### src/rtl/steer_queue_if.sv
// Fetch/dispatch bundle for steer_queue: fetch pair in, two-slot dispatch group out.
interface steer_queue_if #(
    parameter int unsigned INST_WIDTH = 32,
    parameter int unsigned DEPTH      = 4,
    parameter int unsigned CNT_W      = $clog2(DEPTH) + 1
);
    logic                  in_valid0;
    logic                  in_valid1;
    logic [INST_WIDTH-1:0] inst0_in;
    logic [INST_WIDTH-1:0] inst1_in;
    logic                  in_ready;
    logic                  stall;
    logic                  flush;
    logic [INST_WIDTH-1:0] instruction0_out;
    logic [INST_WIDTH-1:0] instruction1_out;
    logic                  valid0_out;
    logic                  valid1_out;
    logic                  first;
    logic [CNT_W-1:0]      occupancy;

    modport master (
        output in_valid0, in_valid1, inst0_in, inst1_in, stall, flush,
        input  in_ready, instruction0_out, instruction1_out, valid0_out, valid1_out,
               first, occupancy
    );

    modport slave (
        input  in_valid0, in_valid1, inst0_in, inst1_in, stall, flush,
        output in_ready, instruction0_out, instruction1_out, valid0_out, valid1_out,
               first, occupancy
    );
endinterface

### src/rtl/steer_queue.sv
// Dual-issue steering queue: pipe A (slot 0) takes BR/ALU, pipe B (slot 1) takes MEM/ALU.
// Optional macro STEER_QUEUE_NOP_SQUASH_EN drops opcode-000000 instructions at enqueue.
`ifndef NOP_INSTRUCTION
`define NOP_INSTRUCTION 32'h0000_0000
`endif
`ifndef OP_CODE_CMP
`define OP_CODE_CMP 6'b000010
`endif
`ifndef OP_CODE_TEST
`define OP_CODE_TEST 6'b000011
`endif
`ifndef OP_CODE_CMPI
`define OP_CODE_CMPI 6'b010010
`endif
`ifndef OP_CODE_TESTI
`define OP_CODE_TESTI 6'b010011
`endif

module steer_queue #(
    parameter int unsigned INST_WIDTH = 32,
    parameter int unsigned OPCODE_MSB = 31,
    parameter int unsigned OPCODE_LSB = 26,
    parameter int unsigned DEPTH      = 4,
    parameter int unsigned CNT_W      = $clog2(DEPTH) + 1
) (
    input logic        clk,
    input logic        rst_n,
    steer_queue_if.slave bus
);
    localparam int unsigned PTR_W = $clog2(DEPTH);
    localparam logic [INST_WIDTH-1:0] NOP = INST_WIDTH'(`NOP_INSTRUCTION);

    typedef enum logic [1:0] {ClsDc, ClsBr, ClsMem} cls_e;

    function automatic cls_e classify(input logic [INST_WIDTH-1:0] inst);
        logic [5:0] op;
        cls_e       cls;
        op = inst[OPCODE_MSB:OPCODE_LSB];
        case (op[5:4])
            2'b00:   cls = (op == `OP_CODE_CMP  || op == `OP_CODE_TEST)  ? ClsBr : ClsDc;
            2'b01:   cls = (op == `OP_CODE_CMPI || op == `OP_CODE_TESTI) ? ClsBr : ClsDc;
            2'b10:   cls = ClsMem;
            default: cls = ClsBr;
        endcase
        return cls;
    endfunction

    logic [INST_WIDTH-1:0] mem_q [DEPTH];
    logic [PTR_W-1:0]      rd_ptr_q, wr_ptr_q, wr_ptr1;
    logic [CNT_W-1:0]      occ_q, push_cnt, pop_cnt, pop_eff;
    logic [INST_WIDTH-1:0] inst0_q, inst1_q, sel0, sel1, h0, h1;
    logic                  valid0_q, valid1_q, first_q, sv0, sv1, sel_first;
    logic                  in_ready, nop0, nop1, push0, push1;
    cls_e                  c0, c1;

`ifdef STEER_QUEUE_NOP_SQUASH_EN
    assign nop0 = (bus.inst0_in[OPCODE_MSB:OPCODE_LSB] == '0);
    assign nop1 = (bus.inst1_in[OPCODE_MSB:OPCODE_LSB] == '0);
`else
    assign nop0 = 1'b0;
    assign nop1 = 1'b0;
`endif

    // No same-cycle credit for a pop: room is judged on pre-edge occupancy only.
    assign in_ready = (occ_q <= CNT_W'(DEPTH - 2));
    assign push0    = in_ready & bus.in_valid0 & ~nop0;
    assign push1    = in_ready & bus.in_valid0 & bus.in_valid1 & ~nop1;
    assign push_cnt = CNT_W'(push0) + CNT_W'(push1);
    assign wr_ptr1  = wr_ptr_q + PTR_W'(push0);

    assign h0 = mem_q[rd_ptr_q];
    assign h1 = mem_q[rd_ptr_q + PTR_W'(1)];
    assign c0 = classify(h0);
    assign c1 = classify(h1);

    always_comb begin
        sel0      = NOP;
        sel1      = NOP;
        sv0       = 1'b0;
        sv1       = 1'b0;
        sel_first = 1'b0;
        pop_cnt   = '0;
        if (occ_q >= CNT_W'(2) && !(c0 == c1 && c0 != ClsDc)) begin
            pop_cnt = CNT_W'(2);
            sv0     = 1'b1;
            sv1     = 1'b1;
            // Swap when the older one cannot sit in slot 0 or the younger cannot sit in slot 1.
            if ((c0 == ClsMem && c1 != ClsMem) || (c0 == ClsDc && c1 == ClsBr)) begin
                sel0      = h1;
                sel1      = h0;
                sel_first = 1'b1;
            end else begin
                sel0 = h0;
                sel1 = h1;
            end
        end else if (occ_q != '0) begin
            pop_cnt = CNT_W'(1);
            if (c0 == ClsMem) begin
                sel1      = h0;
                sv1       = 1'b1;
                sel_first = 1'b1;
            end else begin
                sel0 = h0;
                sv0  = 1'b1;
            end
        end
    end

    assign pop_eff = bus.stall ? '0 : pop_cnt;

    always_ff @(posedge clk) begin
        if (!bus.flush && push0) mem_q[wr_ptr_q] <= bus.inst0_in;
        if (!bus.flush && push1) mem_q[wr_ptr1]  <= bus.inst1_in;
    end

    always_ff @(posedge clk or negedge rst_n) begin
        if (!rst_n) begin
            rd_ptr_q <= '0;
            wr_ptr_q <= '0;
            occ_q    <= '0;
            inst0_q  <= NOP;
            inst1_q  <= NOP;
            valid0_q <= 1'b0;
            valid1_q <= 1'b0;
            first_q  <= 1'b0;
        end else if (bus.flush) begin
            rd_ptr_q <= '0;
            wr_ptr_q <= '0;
            occ_q    <= '0;
            inst0_q  <= NOP;
            inst1_q  <= NOP;
            valid0_q <= 1'b0;
            valid1_q <= 1'b0;
            first_q  <= 1'b0;
        end else begin
            wr_ptr_q <= wr_ptr_q + PTR_W'(push_cnt);
            rd_ptr_q <= rd_ptr_q + PTR_W'(pop_eff);
            occ_q    <= occ_q + push_cnt - pop_eff;
            if (!bus.stall) begin
                inst0_q  <= sel0;
                inst1_q  <= sel1;
                valid0_q <= sv0;
                valid1_q <= sv1;
                first_q  <= sel_first;
            end
        end
    end

    assign bus.in_ready         = in_ready;
    assign bus.instruction0_out = inst0_q;
    assign bus.instruction1_out = inst1_q;
    assign bus.valid0_out       = valid0_q;
    assign bus.valid1_out       = valid1_q;
    assign bus.first            = first_q;
    assign bus.occupancy        = occ_q;

    a_occ_bound: assert property (@(posedge clk) disable iff (!rst_n) occ_q <= CNT_W'(DEPTH));
    a_valid1_protocol: assert property (@(posedge clk) disable iff (!rst_n)
                                        !(bus.in_valid1 && !bus.in_valid0));
endmodule

### src/flat_wrapper.sv
// flat-port wrapper written by rule: the top's interface ports become plain ports
module steer_queue_flat 
#(
    parameter int unsigned INST_WIDTH = 32,
    parameter int unsigned OPCODE_MSB = 31,
    parameter int unsigned OPCODE_LSB = 26,
    parameter int unsigned DEPTH      = 4,
    parameter int unsigned CNT_W      = $clog2(DEPTH) + 1
)
  (clk, rst_n, bus_in_valid0, bus_in_valid1, bus_inst0_in, bus_inst1_in, bus_stall, bus_flush, bus_in_ready, bus_instruction0_out, bus_instruction1_out, bus_valid0_out, bus_valid1_out, bus_first, bus_occupancy);
  steer_queue_if #(.INST_WIDTH(INST_WIDTH), .DEPTH(DEPTH), .CNT_W(CNT_W)) bus_i ();
  input logic clk;
  input logic rst_n;
  input wire logic [$bits(bus_i.in_valid0)-1:0] bus_in_valid0;
  input wire logic [$bits(bus_i.in_valid1)-1:0] bus_in_valid1;
  input wire logic [$bits(bus_i.inst0_in)-1:0] bus_inst0_in;
  input wire logic [$bits(bus_i.inst1_in)-1:0] bus_inst1_in;
  input wire logic [$bits(bus_i.stall)-1:0] bus_stall;
  input wire logic [$bits(bus_i.flush)-1:0] bus_flush;
  output wire logic [$bits(bus_i.in_ready)-1:0] bus_in_ready;
  output wire logic [$bits(bus_i.instruction0_out)-1:0] bus_instruction0_out;
  output wire logic [$bits(bus_i.instruction1_out)-1:0] bus_instruction1_out;
  output wire logic [$bits(bus_i.valid0_out)-1:0] bus_valid0_out;
  output wire logic [$bits(bus_i.valid1_out)-1:0] bus_valid1_out;
  output wire logic [$bits(bus_i.first)-1:0] bus_first;
  output wire logic [$bits(bus_i.occupancy)-1:0] bus_occupancy;
  assign bus_i.in_valid0 = bus_in_valid0;
  assign bus_i.in_valid1 = bus_in_valid1;
  assign bus_i.inst0_in = bus_inst0_in;
  assign bus_i.inst1_in = bus_inst1_in;
  assign bus_i.stall = bus_stall;
  assign bus_i.flush = bus_flush;
  assign bus_in_ready = bus_i.in_ready;
  assign bus_instruction0_out = bus_i.instruction0_out;
  assign bus_instruction1_out = bus_i.instruction1_out;
  assign bus_valid0_out = bus_i.valid0_out;
  assign bus_valid1_out = bus_i.valid1_out;
  assign bus_first = bus_i.first;
  assign bus_occupancy = bus_i.occupancy;
  steer_queue #(.INST_WIDTH(INST_WIDTH), .OPCODE_MSB(OPCODE_MSB), .OPCODE_LSB(OPCODE_LSB), .DEPTH(DEPTH), .CNT_W(CNT_W)) u_core (.clk(clk), .rst_n(rst_n), .bus(bus_i));
endmodule
### config.mk
export PLATFORM = sky130hd
export DESIGN_NAME = steer_queue_flat
export DESIGN_NICKNAME = d
export VERILOG_FILES = /design/src/rtl/steer_queue_if.sv /design/src/rtl/steer_queue.sv /design/src/flat_wrapper.sv
export SDC_FILE = /design/constraint.sdc
export NUM_CORES = 1
export LEC_CHECK = 0
export ABC_AREA = 1
export CORE_ASPECT_RATIO = 0.8
export CORE_MARGIN = 3
export CORE_UTILIZATION = 40
export DETAILED_ROUTE_END_ITERATION = 8
export PLACE_DENSITY = 0.56
export SLEW_MARGIN = 15
export SYNTH_ARGS = -nofsm -noshare
export SYNTH_HDL_FRONTEND = slang
export SYNTH_SLANG_ARGS = --single-unit
### constraint.sdc
create_clock -name clk -period 10.86 [get_ports clk]
set_input_delay 1.086 -clock clk [delete_from_list [all_inputs] [get_ports clk]]
set_output_delay 1.086 -clock clk [all_outputs]
set_load 0.05 [all_outputs]
==> results of run 1 <==
[worst min-delay path, delay by kind of cell (launching register included)]
kind | cells | cell delay (ns)
simple gates | 2 | 0.10
flops | 1 | 0.34
[layout by cell type (no fill, tap or decap), drive strengths merged, types with 19 or more instances in the layout]
master	synthesis	routed
nand2	664	664
inv	175	175
o21ai	175	175
nand3	167	167
clkdlybuf4s50	0	139
edfxtp	128	128
dfrtp	74	74
nor2	40	40
nand4	30	30
a21oi	30	30
clkbuf	86	28
o221ai	27	27
a31oi	26	26
o22ai	25	25
buf	41	19
[state kept, by name (all words and copies together) (netlist names)]
name / count
u_core.wr_ptr_q: 2
u_core.bus.instruction1_out: 32
u_core.bus.valid1_out: 1
u_core.bus.occupancy: 3
u_core.bus.instruction0_out: 32
u_core.mem_q: 128
u_core.rd_ptr_q: 2
u_core.bus.first: 1
u_core.bus.valid0_out: 1
[logic make-up (layout without fill, tap and decap cells)]
logic type                 after synthesis  in the layout  synth area share (%)
adders and majority gates                8              8                0.9247
and+or+nand+nor                        914            914                 30.28
DFF                                    202            202                 45.75
AOI/OAI and AO/OA                      285            285                 12.92
buffers and inverters                  303            375                 9.770
xor gates and xnor gates                 5              5                0.3519
[through the flow]
step	total power, mW	area [µm²]	instances
finish	4.429	14750	2202
global route	4.753	14750	2202
CTS	4.411	14740	2202
detailed placement	3.627	13990	2161
global placement	3.602	13990	2161
floorplan	2.957	12450	1717
[layer usage]
layer	vias to the layer above	track usage (%)
met1	5339	36.78
met3	29	3.091
met4	0	3.940
met5	-	0
met2	474	31.56
li1	5755	-
[final timing paths]
| check | from | endpoint | cells after the start |
|---|---|---|---|
| worst max-delay path | u_core.rd_ptr_q[1]$_DFF_PN0_ | u_core.bus.occupancy[2]$_DFF_PN0_ | 21 |
| worst min-delay path | u_core.bus.instruction0_out[17]$_DFFE_PN0P_ | u_core.bus.instruction0_out[17]$_DFFE_PN0P_ | 2 |
| worst max register to register | u_core.rd_ptr_q[1]$_DFF_PN0_ | u_core.bus.occupancy[2]$_DFF_PN0_ | 21 |
| worst min register to register | u_core.bus.instruction0_out[17]$_DFFE_PN0P_ | u_core.bus.instruction0_out[17]$_DFFE_PN0P_ | 2 |
| max in group asynchronous | rst_n | u_core.rd_ptr_q[0]$_DFF_PN0_ | 1 |
| min in group asynchronous | rst_n | u_core.bus.valid1_out$_DFFE_PN0P_ | 1 |
[power by group through the flow]
| stage | sequential, mW | clock (mW) | combinational [mW] |
|---|---|---|---|
| floorplan | 1.40 | 0 | 1.56 |
| global placement | 1.09 | 0 | 2.52 |
| detailed placement | 1.09 | 0 | 2.54 |
| CTS | 1.07 | 0.789 | 2.55 |
| global route | 1.09 | 0.818 | 2.84 |
| finish | 1.07 | 0.773 | 2.58 |
[layout make-up]
class                   instances  area [µm²]
clock inverters                13       136.4
repair buffers                158        1534
inverters                     176       663.1
well taps                     413       516.7
clock buffers                  28       614.3
fillers                      3000       15770
flip-flops and latches        202        5697
multi-input cells            1212        5589
==> key figures, run 1 <==
Routing
  – Drt pass-1 iters: 6
  – Via count: 11.60k
  – Top routing layer used: met4
  – 1st-iter DRT viols: 1261
  – Routed wl met3: between 2 and 3 mm
  – Routed len/inst: 17.28 µm
  – # DRC: 0
  – Routed met2 length: around 15 mm
  – Vias/cell: 5.267
  – Antenna Nets Post-Route: 0
  – Met1 Wirelength: 19.48 mm
  – Final WL: about 38 mm

Power
  – Int Pwr: around 2.2 mW
  – Worst vdd ir: about 0.22 mV
  – Pwr dens: 300.2 mW/mm²
  – Switching Share: between 50% and 60%
  – Combinational share of power: 58.3%
  – Share of power burned in registers: around a quarter
  – Sw Pwr: 2.261 mW
  – Clk network pwr share: 17.5%
  – Pleak: 6.950 nW

STA
  – Relative slew slack: 18.27%
  – Tcrit/Tclk final: 53.54%
  – Final setup margin: 5.046 ns
  – Final setup vio count: 0
  – Least-Margin Pin Slew: 1.218 ns
  – Max Clk Rate: between 150 and 200 MHz
  – Final min period: just under 6 ns
  – Count of final max-slew check failures: 0
  – Setup Skew: 0.008316 ns
  – Min Hold Slack: 0.4765 ns
  – Setup_tns: 0 ns
  – Hold Vio Cnt, Final: 0
  – RSZ-0062 raised after global routing: false

Floorplanning
  – Core footprint: around 0.031 mm²
  – FP Rows: 57
  – Die Height: 163.8 µm
  – Starting density of the core: 40.78%
  – I/O pins: between 100 and 150
  – Die Wd: 203.2 µm
  – Die area: 0.03329 mm²

Setup path
  – CP delay by family, top: simple AND/OR/NAND/NOR gates
  – Kind of critical path: flop to flop
  – Flop2flop setup slack: ~5 ns
  – Cell Chain, Critical Path: buf_4, inv_2, nand2_2, nand2_2, nand2_1, nand2_1, inv_1, nand2_1, ha_1, nand2_1, inv_2, a21oi_4, buf_4, nor3_1, ha_1, inv_1, ha_1, inv_1, fa_1, xor2_1, nor2_1
  – CP max stage cell: nand2_2
  – Slowest Stage Delay on Critical Path: 0.72 ns
  – CP Data Arrival Time: 6.21 ns
  – Worst setup EP type: flop
  – Crit path buf inv count: 7
  – Crit Path Max Fanout: 64
  – Worst setup SP type: flop
  – CP required: 11.26 ns
  – Cell repeated most along the worst path: nand2_1

Worst hold path
  – Hold crit path type: flop to flop

Synthesis
  – Syn nets: 1795
  – Top post-synthesis cells by area: edfxtp_1, nand2_1, dfrtp_1
  – Most frequent cells after synthesis: nand2_1, o21ai_0, inv_1, nand3_1, edfxtp_1
  – Mean Syn Cell Area: a little over 7 µm²
  – Netlist Area Pre-Place: 0.01245 mm²
  – Most common cell in the netlist: nand2_1
  – Mapped Cells: 1717
  – YS warnings: 0
  – Top FF cell, synth: edfxtp_1
  – Ys async rst share: 36.63%
  – Flop and latch count out of synthesis: 202
  – Netlist cell types: 34
  – Seq/Total Area, Yosys: 45.75%
  – Post-synth EDFFs: 128
  – Post-synth top area share: between 30 and 40%
  – Top cell type by total area after synthesis: edfxtp_1

GRT
  – Initial antenna violation count: 0
  – Global-route wire length before repair: between 50 and 60 mm
  – Total congestion overflow: 0
  – GR Util All Layers: 22.49%
  – Largest net degree at the start of global routing: 87
  – Vias in the first global route: 10.45k

Clocking
  – Clock transition at the registers of the reported paths: 0.06 ns
  – Root Buffer: clkbuf_16
  – Clk Latency, worst-skew pair: 0.53 ns
  – # resized after CTS: 0
  – Max clock buf depth: 3
  – H-tree depth: 1
  – CTS tree: built
  – Clk sinks: 202
  – Cts hold-fix bufs: 0
  – Num CTS Buffers: 23
  – Setup repair bufs after CTS: 0

Placed design
  – Pre-CTS setup slack: 4.744 ns
  – DP HPWL: 24.75 mm
  – Final GP Congestion: 0.8575
  – Port-buffer cells: 140

Finish
  – Area Overhead vs Synth: 18.49%
  – Antenna Cells: 0
  – Nets: 1851
  – Share of layout cells above drive strength 1: 5.031%
  – Layout Utilization: 48.32%

Run status
  – Outcome: completed

Flow run
  – # Max-Cap Violations: 0
No activity file was read; power rests on OpenSTA's default activity.
==> inputs of run 2 (changes only) <==
- clock period: 10.86 -> 5.8 ns (I/O delays scaled with it)
==> run 2 against run 1 <==
Net effect: utilization rose by 0.14 points; highest routed layer unchanged; die area did not move; cell area rose by 0.28%; register-to-register slack got worse by 3.3 ns; routed wire length rose by 0.37%; clock-buffer cell count fell by 2; global-route usage rose by 0.10 points; sequential cell count did not move; non-clock buffer count rose by 7.
==> key figures, run 2 (synthesis results as in run 1) <==
STA
  – Final setup margin: 1.723 ns (was 5.046 ns)
  – Relative slew slack: 33.46% (was 18.27%)
  – Hold Vio Cnt, Final: 0 (unchanged)
  – Setup Skew: 0.01459 ns (was 0.008316 ns)
  – Final setup vio count: 0 (unchanged)
  – RSZ-0062 raised after global routing: false (unchanged)
  – Setup_tns: 0 ns (unchanged)
  – Least-Margin Pin Slew: 0.9980 ns (was 1.218 ns)
  – Count of final max-slew check failures: 0 (unchanged)
  – Tcrit/Tclk final: 70.29% (was 53.54%)
  – Final min period: 4.077 ns (was 5.814 ns)
  – Max Clk Rate: 245.3 MHz (was 172.0 MHz)

Finish
  – Share of layout cells above drive strength 1: 5.295% (was 5.031%)
  – Final Instance Area: 0.01479 mm² (was 0.01475 mm²)
  – Layout fillers: 3057 (was 3000)
  – Most common cell after layout, fill and taps aside: nand2_1 (unchanged)
  – Multi-input gate area: 0.005582 mm² (was 0.005589 mm²)
  – Biggest register: u_core.mem_q (unchanged)
  – Nets: 1857 (was 1851)
  – Layout Utilization: 48.46% (was 48.32%)
  – Max reg flops: 128 (unchanged)
  – FF+latch area: 0.005697 mm² (unchanged)
  – Most frequent cells in the layout: nand2_1, inv_1, o21ai_0 (unchanged)
  – Antenna Cells: 0 (unchanged)
  – Area Overhead vs Synth: 18.83% (was 18.49%)

Floorplanning
  – Die Height: 163.8 µm (unchanged)
  – Core footprint: 0.03052 mm² (unchanged)
  – Starting density of the core: 40.78% (unchanged)
  – Die Wd: 203.2 µm (unchanged)
  – I/O pins: 141 (unchanged)
  – Die area: 0.03329 mm² (unchanged)
  – FP Rows: 57 (unchanged)

Worst hold path
  – Hold crit path type: input port to async pin (was flop to flop)

Placed design
  – Area post-placement: 0.01404 mm² (was 0.01399 mm²)
  – Pre-CTS setup slack: 1.775 ns (was 4.744 ns)
  – Port-buffer cells: 140 (unchanged)
  – DP HPWL: 25.53 mm (was 24.75 mm)
  – Final GP Congestion: 0.8814 (was 0.8575)

Power
  – Worst vdd ir: 0.3562 mV (was 0.2223 mV)
  – Pleak: 6.984 nW (was 6.950 nW)
  – Pwr dens: 561.7 mW/mm² (was 300.2 mW/mm²)

Setup path
  – Kind of critical path: flop to flop (unchanged)
  – Flop2flop setup slack: 1.72 ns (was 5.05 ns)
  – Worst setup EP type: flop (unchanged)
  – CP required: 6.18 ns (was 11.26 ns)
  – Slowest Stage Delay on Critical Path: 0.50 ns (was 0.72 ns)
  – Crit Path Max Fanout: 32 (was 64)
  – RR Startpoint: u_core.rd_ptr_q[1]$_DFF_PN0_ (unchanged)
  – CP Data Arrival Time: 4.46 ns (was 6.21 ns)
  – Worst setup SP type: flop (unchanged)
  – Cell Chain, Critical Path: buf_4, nand2_1, nand2_2, nand2_1, nand2_1, nand2_1, ha_1, nand2_1, inv_2, a21oi_4, nor3_1, ha_1, inv_1, ha_1, inv_1, fa_1, xor2_1, nor2_1 (was buf_4, inv_2, nand2_2, nand2_2, nand2_1, nand2_1, inv_1, nand2_1, ha_1, nand2_1, inv_2, a21oi_4, buf_4, nor3_1, ha_1, inv_1, ha_1, inv_1, fa_1, xor2_1, nor2_1)
  – R2r endpoint: u_core.bus.occupancy[2]$_DFF_PN0_ (unchanged)
  – Cell repeated most along the worst path: nand2_1 (unchanged)
  – Worst Reg-to-Reg Cells: 18 (was 21)
  – CP max stage cell: nand2_2 (unchanged)

Clocking
  – Clk sinks: 202 (unchanged)
  – Root Buffer: clkbuf_16 (unchanged)
  – H-tree depth: 1 (unchanged)
  – Clock transition at the registers of the reported paths: 0.06 ns (about the same)
  – CTS tree: built (unchanged)
  – # resized after CTS: 0 (unchanged)
  – Setup repair bufs after CTS: 0 (unchanged)
  – Cts hold-fix bufs: 0 (unchanged)
  – Clk Latency, worst-skew pair: 0.53 ns (about the same)
  – Max clock buf depth: 3 (unchanged)
  – Num CTS Buffers: 22 (was 23)

Routing
  – # DRC: 0 (unchanged)
  – Antenna Nets Post-Route: 0 (unchanged)
  – 1st-iter DRT viols: 1307 (was 1261)
  – Vias/cell: 5.232 (was 5.267)
  – Final WL: 38.18 mm (was 38.04 mm)
  – Routed len/inst: 17.30 µm (was 17.28 µm)
  – Via count: 11.55k (was 11.60k)
  – Drt pass-1 iters: 6 (unchanged)

Flow run
  – # Max-Cap Violations: 0 (unchanged)

GRT
  – Global-route wire length before repair: 59.96 mm (was 59.73 mm)
  – Vias in the first global route: 10.17k (was 10.45k)
  – Initial antenna violation count: 0 (unchanged)
  – GR Util All Layers: 22.59% (was 22.49%)
  – Largest net degree at the start of global routing: 87 (unchanged)
  – Total congestion overflow: 0 (unchanged)

Run status
  – Outcome: completed (unchanged)
[run 2: area by class of cell]
class / instances / share of cell area (%)
sequential: 202 / 38.51
multi-input combinational: 1212 / 37.73
timing repair buffer: 165 / 10.73
inverter: 176 / 4.483
clock buffer: 26 / 3.823
tap: 413 / 3.493
clock inverter: 13 / 1.227
[run 2: stage by stage]
stage          hold slack (ns)  power, mW  std cells
6_report                0.1982      8.309       2207
5_1_grt                 0.2794      8.943       2207
4_1_cts                 0.2183      8.279       2207
3_5_place_dp            0.4654      6.794       2168
3_3_place_gp            0.4622      6.751       2168
2_1_floorplan           0.2844      5.538       1717
[run 2: power by group]
part / internal, mW / leakage [nW] / total (mW) / switching, mW
clock network: 0.878 / 0.365 / 1.47 / 0.592
registers: 1.83 / 2.16 / 1.99 / 0.157
logic: 1.40 / 4.46 / 4.85 / 3.45
[run 2: worst max-delay path: cells and delay by family (launching register included)]
kind | cells | cell delay, ns
and+or+nand+nor | 8 | 1.66
AOI/OAI and AO/OA | 1 | 0.05
buffers and inverters | 4 | 0.52
adders and majority gates | 4 | 1.12
DFF | 1 | 0.42
xor gates and xnor gates | 1 | 0.15
[run 2: metal layers]
metal  GRT usage, %  up-vias  part of all wire, %
met5              0        -                    0
met4          3.815        0                  1.4
met3          3.190       30                  8.7
met2          31.12      501                   39
met1          37.42     5240                   51
li1               -     5777                    -
[run 2: how the worst max path moves through the flow]
stage	from	slack, ns	to
final	u_core.rd_ptr_q[1]$_DFF_PN0_	1.72	u_core.bus.occupancy[2]$_DFF_PN0_
after global routing	u_core.rd_ptr_q[1]$_DFF_PN0_	1.39	u_core.bus.occupancy[2]$_DFF_PN0_
after CTS	u_core.rd_ptr_q[1]$_DFF_PN0_	1.78	u_core.bus.occupancy[2]$_DFF_PN0_
after detailed placement	u_core.rd_ptr_q[1]$_DFF_PN0_	1.78	u_core.bus.occupancy[2]$_DFF_PN0_
after global placement	u_core.rd_ptr_q[1]$_DFF_PN0_	1.89	u_core.bus.occupancy[2]$_DFF_PN0_
after floorplan	u_core.bus.occupancy[0]$_DFF_PN0_	1.15	u_core.mem_q[0][0]$_DFFE_PP_
